==> src/rtl/multicycle_control.sv <==
// Multicycle MIPS-subset control FSM: drives ALU op, datapath selects,
// write enables, and counts retired legal instructions.
//
// Ports:
//   clk, rst_n          clock, async active-low reset
//   op, funct, zero     instruction fields and ALU zero flag
//   ALUControl..PCEn    datapath controls decoded from state
//   illegalOp           one-cycle pulse on bad op or funct
//   retired             retired-instruction counter (wraps)
module multicycle_control #(
  parameter int unsigned CNT_WIDTH = 32
) (
  input  logic                 clk,
  input  logic                 rst_n,
  input  logic [5:0]           op,
  input  logic [5:0]           funct,
  input  logic                 zero,
  output logic [2:0]           ALUControl,
  output logic                 ALUSrcA,
  output logic [1:0]           ALUSrcB,
  output logic                 IorD,
  output logic                 MemWrite,
  output logic                 IRWrite,
  output logic                 RegDst,
  output logic                 MemtoReg,
  output logic                 RegWrite,
  output logic [1:0]           PCSrc,
  output logic                 PCEn,
  output logic                 illegalOp,
  output logic [CNT_WIDTH-1:0] retired
);

  localparam logic [5:0] OP_LW   = 6'b100011;
  localparam logic [5:0] OP_SW   = 6'b101011;
  localparam logic [5:0] OP_R    = 6'b000000;
  localparam logic [5:0] OP_BEQ  = 6'b000100;
  localparam logic [5:0] OP_ADDI = 6'b001000;
  localparam logic [5:0] OP_J    = 6'b000010;

  typedef enum logic [3:0] {
    S_FETCH    = 4'd0,
    S_DECODE   = 4'd1,
    S_MEMADR   = 4'd2,
    S_MEMREAD  = 4'd3,
    S_MEMWB    = 4'd4,
    S_MEMWRITE = 4'd5,
    S_EXECUTE  = 4'd6,
    S_ALUWB    = 4'd7,
    S_BRANCH   = 4'd8,
    S_ADDIEXEC = 4'd9,
    S_ADDIWB   = 4'd10,
    S_JUMP     = 4'd11
  } state_e;

  state_e               state_q, state_d;
  logic [CNT_WIDTH-1:0] retired_q, retired_d;

  logic mem_write_d;
  logic ir_write_d;
  logic reg_write_d;
  logic pc_en_d;
  logic illegal_d;
  logic retire_d;

  always_ff @(posedge clk or negedge rst_n) begin
    if (!rst_n) begin
      state_q   <= S_FETCH;
      retired_q <= '0;
    end else begin
      state_q   <= state_d;
      retired_q <= retired_d;
    end
  end

  always_comb begin
    state_d     = S_FETCH;
    ALUControl  = 3'b000;
    ALUSrcA     = 1'b0;
    ALUSrcB     = 2'b00;
    IorD        = 1'b0;
    RegDst      = 1'b0;
    MemtoReg    = 1'b0;
    PCSrc       = 2'b00;
    mem_write_d = 1'b0;
    ir_write_d  = 1'b0;
    reg_write_d = 1'b0;
    pc_en_d     = 1'b0;
    illegal_d   = 1'b0;
    retire_d    = 1'b0;
    case (state_q)
      S_FETCH: begin
        ALUSrcB    = 2'b01;
        ir_write_d = 1'b1;
        pc_en_d    = 1'b1;
        state_d    = S_DECODE;
      end
      S_DECODE: begin
        ALUSrcB = 2'b11;
        case (op)
          OP_LW, OP_SW: state_d = S_MEMADR;
          OP_R:         state_d = S_EXECUTE;
          OP_BEQ:       state_d = S_BRANCH;
          OP_ADDI:      state_d = S_ADDIEXEC;
          OP_J:         state_d = S_JUMP;
          default:      illegal_d = 1'b1;
        endcase
      end
      S_MEMADR: begin
        ALUSrcA = 1'b1;
        ALUSrcB = 2'b10;
        state_d = (op == OP_LW) ? S_MEMREAD : S_MEMWRITE;
      end
      S_MEMREAD: begin
        IorD    = 1'b1;
        state_d = S_MEMWB;
      end
      S_MEMWB: begin
        MemtoReg    = 1'b1;
        reg_write_d = 1'b1;
        retire_d    = 1'b1;
      end
      S_MEMWRITE: begin
        IorD        = 1'b1;
        mem_write_d = 1'b1;
        retire_d    = 1'b1;
      end
      S_EXECUTE: begin
        ALUSrcA = 1'b1;
        state_d = S_ALUWB;
        case (funct)
          6'b100000: ALUControl = 3'b000;
          6'b100010: ALUControl = 3'b001;
          6'b100100: ALUControl = 3'b010;
          6'b100101: ALUControl = 3'b011;
          6'b101010: ALUControl = 3'b101;
          default: begin
            illegal_d = 1'b1;
            state_d   = S_FETCH;
          end
        endcase
      end
      S_ALUWB: begin
        RegDst      = 1'b1;
        reg_write_d = 1'b1;
        retire_d    = 1'b1;
      end
      S_BRANCH: begin
        ALUSrcA    = 1'b1;
        ALUControl = 3'b100;
        PCSrc      = 2'b01;
        pc_en_d    = zero;
        retire_d   = 1'b1;
      end
      S_ADDIEXEC: begin
        ALUSrcA = 1'b1;
        ALUSrcB = 2'b10;
        state_d = S_ADDIWB;
      end
      S_ADDIWB: begin
        reg_write_d = 1'b1;
        retire_d    = 1'b1;
      end
      S_JUMP: begin
        PCSrc    = 2'b10;
        pc_en_d  = 1'b1;
        retire_d = 1'b1;
      end
      default: state_d = S_FETCH;
    endcase
  end

  assign retired_d = retired_q + CNT_WIDTH'(retire_d);

  // Enables are gated by reset so nothing fires while rst_n is low.
  assign MemWrite  = mem_write_d & rst_n;
  assign IRWrite   = ir_write_d  & rst_n;
  assign RegWrite  = reg_write_d & rst_n;
  assign PCEn      = pc_en_d     & rst_n;
  assign illegalOp = illegal_d   & rst_n;
  assign retired   = retired_q;

endmodule

==> config.mk <==
export PLATFORM = sky130hd
export DESIGN_NAME = multicycle_control
export DESIGN_NICKNAME = d
export VERILOG_FILES = /design/src/rtl/multicycle_control.sv
export SDC_FILE = /design/constraint.sdc
export NUM_CORES = 1
export LEC_CHECK = 0
export CORE_UTILIZATION = 46
export CTS_CLUSTER_SIZE = 12
export DETAILED_ROUTE_END_ITERATION = 12
export PLACE_DENSITY_LB_ADDON = 0.05
export SLEW_MARGIN = 40
export SYNTH_ARGS = -nofsm -noshare
export SYNTH_HDL_FRONTEND = slang
export SYNTH_SLANG_ARGS = --single-unit
==> constraint.sdc <==
create_clock -name clk -period 3 [get_ports clk]
set_clock_uncertainty 0.1 [all_clocks]
set_input_delay 0.6 -clock clk [delete_from_list [all_inputs] [get_ports clk]]
set_output_delay 0.6 -clock clk [all_outputs]
set_load 0.005 [all_outputs]
==> impl_metrics.yaml <==
logic_synthesis:
  synthMuxAreaShare_pct: 1.60
  synthArstFlopShare_pct: 100
  ys_warn_count: 0
  seq_area_frac_synth_pct: 46.0
  synth_fa_ha_area_share_pct: 1.28
  syn_nets: 214
  synth_top_family_by_area: "simple AND/OR/NAND/NOR gates"
  yosys.area_share.xor_xnor_pct: 14.8
  netlist_area_mm2: 0.00196
  synthFlopType: "dfrtp_1"
  ys_ff_latch: 36
  synthSimpleGateAreaFrac_pct: 30.1
  synth_cell_type_count: 40
  syn_inst: 197
  synth_compound_area_share_pct: 4.98
  postSynthAreaPerCell_um2: 9.95
  synth_edf_count: 0
clock_network:
  clockBufferDepth: 2
  clock-sinks: 36
  h-tree-depth: 2
  hold_buffers: 0
  clock-root-buffer: "clkbuf_8"
  cts_inserted_buffers: 5
  path_clk_slew_ns: 0.07
  cts_tree: "built"
  insertion_delay_ns: 0.28
  cts_setup_buffers: 0
run_status:
  status: "complete, no violations"
setup_path:
  reg2reg_depth: 7
  critPathLaunchType: "primary input"
  worstSetupPathType: "in -> out"
  worst-r2r-setup-slack_ns: 0.53
  crit_path_start: "op[2]"
  rr_endpoint: "retired[27]"
  arrival_ns: 2.25
  endpoint: "illegalOp"
  cp.required_ns: 2.30
  crit_path_end_kind: "primary output"
  crit_fanout: 4
  r2r-start: "state_q[2]"
placed_design:
  gp_congestion: 0.856
  hpwlAfterDp_mm: 3.25
  numPortBuffers: 62
  dp_cells: 319
final_layout:
  stdcell_count: 327
  finalNetCount: 293
  utilization_pct: 70.4
  syn_to_final_growth_pct: 45.7
  diodes: 0
  drive_above_1_share_pct: 13.0
floorplanning:
  io-pin-count: 63
  die_area_mm2: 0.00452
  coreArea_mm2: 0.00406
  rows: 23
  die_w_um: 67.3
  start_util_pct: 48.3
  die_h_um: 67.3
global_routing:
  grt_usage_pct: 20.5
  gr-total-overflow: 0
  grt_pass1_vias: 1529
  antenna_found_initial: 0
  grt_pass1_wl_mm: 7.03
  grt_start_max_net_pins: 23
power:
  ir_drop_mv: 0.221
  powerDensity_mw_per_mm2: 448
  finalPower_uw: 1280
  cellLeakagePower_uw: 0.00121
timing:
  fin_crit_sh_pct: 98.2
  hold_viol: 0
  maxSlewHeadroom_pct: 63.3
  slew_violations: 0
  max_clock_freq_mhz: 339
  setup_viol: 0
  rsz0062_at_grt: "false"
  worstMarginPinSlew_ns: 0.547
  tns_ns: 0
  whs_ns: 0.274
  period_minus_slack_ns: 2.95
route:
  vias: 1693
  m1WireLength_mm: 2.05
  highest_layer: "met4"
  met2_length_mm: 2.12
  drtPass1Iterations: 4
  routedWlPerCell_um: 13.3
  routed_wl_mm: 4.34
  viasPerCell: 5.18
  antenna_left: 0
  drc_errors: 0
  drt_iter0_markers: 67
  met3_length_um: 134
flow_run:
  drv_cap: 0
hold_path:
  hp-class: "in -> async"
[cell usage after synthesis (all sizes together) (3+ instances only)]
cell type,number,area [um2]
dfrtp,36,901
xnor2,25,219
nand2,20,75.1
nor2,14,52.6
nand3,13,70.1
nor3,12,65.1
nand4,11,83.8
xor2,8,70.1
clkbuf,6,22.5
nand2b,5,31.3
a21oi,4,20.0
nor2b,4,25.0
or2,4,25.0
and3,3,18.8
nor4,3,48.8
[flip-flops by register name (all words and copies together) (netlist names)]
register  flops
retired      32
state_q       4
[critical path, stage by stage]
cell	delay, ns
clkdlybuf4s50_1	0.55
xnor2_1	0.17
nor3_1	0.08
a211oi_1	0.23
o21a_1	0.14
clkdlybuf4s50_1	0.49
[power by group]
part	switching [uW]	internal (uW)	total [uW]	leakage, uW
logic	159	207	366	0.000672
registers	42.6	523	565	0.000494
clock network	161	186	347	0.0000445
total	363	916	1280	0.00121
[final cells by class]
class / instances / area (um2)
clock buffer: 7 / 86.3
tap: 50 / 62.6
fill: 333 / 1200
sequential: 36 / 901
timing repair buffer: 78 / 737
inverter: 1 / 3.75
multi-input combinational: 154 / 1060
clock inverter: 1 / 7.51
[cells by family after synthesis]
group	after synthesis
adder cells (fa/ha/maj)	2
AND/OR/NAND/NOR	101
XOR/XNOR	33
flip-flops	36
multiplexers	3
AO/OA/AOI/OAI	15
buffers and inverters	7
[metal layers]
layer | vias up | global-route usage (%)
met4 | 0 | 5.59
li1 | 856 | -
met3 | 4 | 5.07
met1 | 804 | 27.3
met5 | - | 0
met2 | 29 | 32.9
[what timing repair did]
item / CTS / global route
pin swaps: 0 / 1
setup endpoints to repair: 1 / 2
resized for setup: 4 / 2
endpoints found under the hold margin: 0 / 0
[cell usage in the layout (no fill, tap or decap), types with 2 or more instances in the layout]
cell type	netlist	layout
xnor2_1	25	25
nor3b_1	2	2
nor2_1	14	14
a31oi_1	2	2
nand2b_1	5	5
clkdlybuf4s50_1	0	59
o211ai_1	2	2
dfrtp_1	36	36
buf_4	0	16
nor4_4	2	2
xor2_1	8	8
and4_1	2	2
ha_1	2	2
a21oi_1	4	4
and3_1	3	3
clkbuf_8	0	6
nand3_1	12	12
nor2b_1	4	4
or2_2	4	4
nor3_1	11	11
mux2i_1	2	2
nand2_1	20	20
nand4_1	10	10
and2_1	2	2
[how the worst min path moves through the flow]
stage / startpoint / to / slack (ns) / depth (start not counted)
floorplan: rst_n / retired[0] / 0.20 / 0
global placement: retired[31] / retired[31] / 0.36 / 1
global route: rst_n / retired[2] / 0.28 / 2
finish: rst_n / retired[5] / 0.27 / 2
detailed placement: retired[31] / retired[31] / 0.38 / 1
CTS: rst_n / retired[3] / 0.27 / 2
[through the flow]
| step | cell area (um2) | worst slack, ns |
|---|---|---|
| after floorplan | 1960 | 0.681 |
| after global placement | 2740 | -0.150 |
| after detailed placement | 2740 | -0.170 |
| after CTS | 2850 | 0.0173 |
| after global routing | 2860 | 0.0127 |
| final | 2860 | 0.0537 |
No activity file was read; power rests on OpenSTA's default activity.
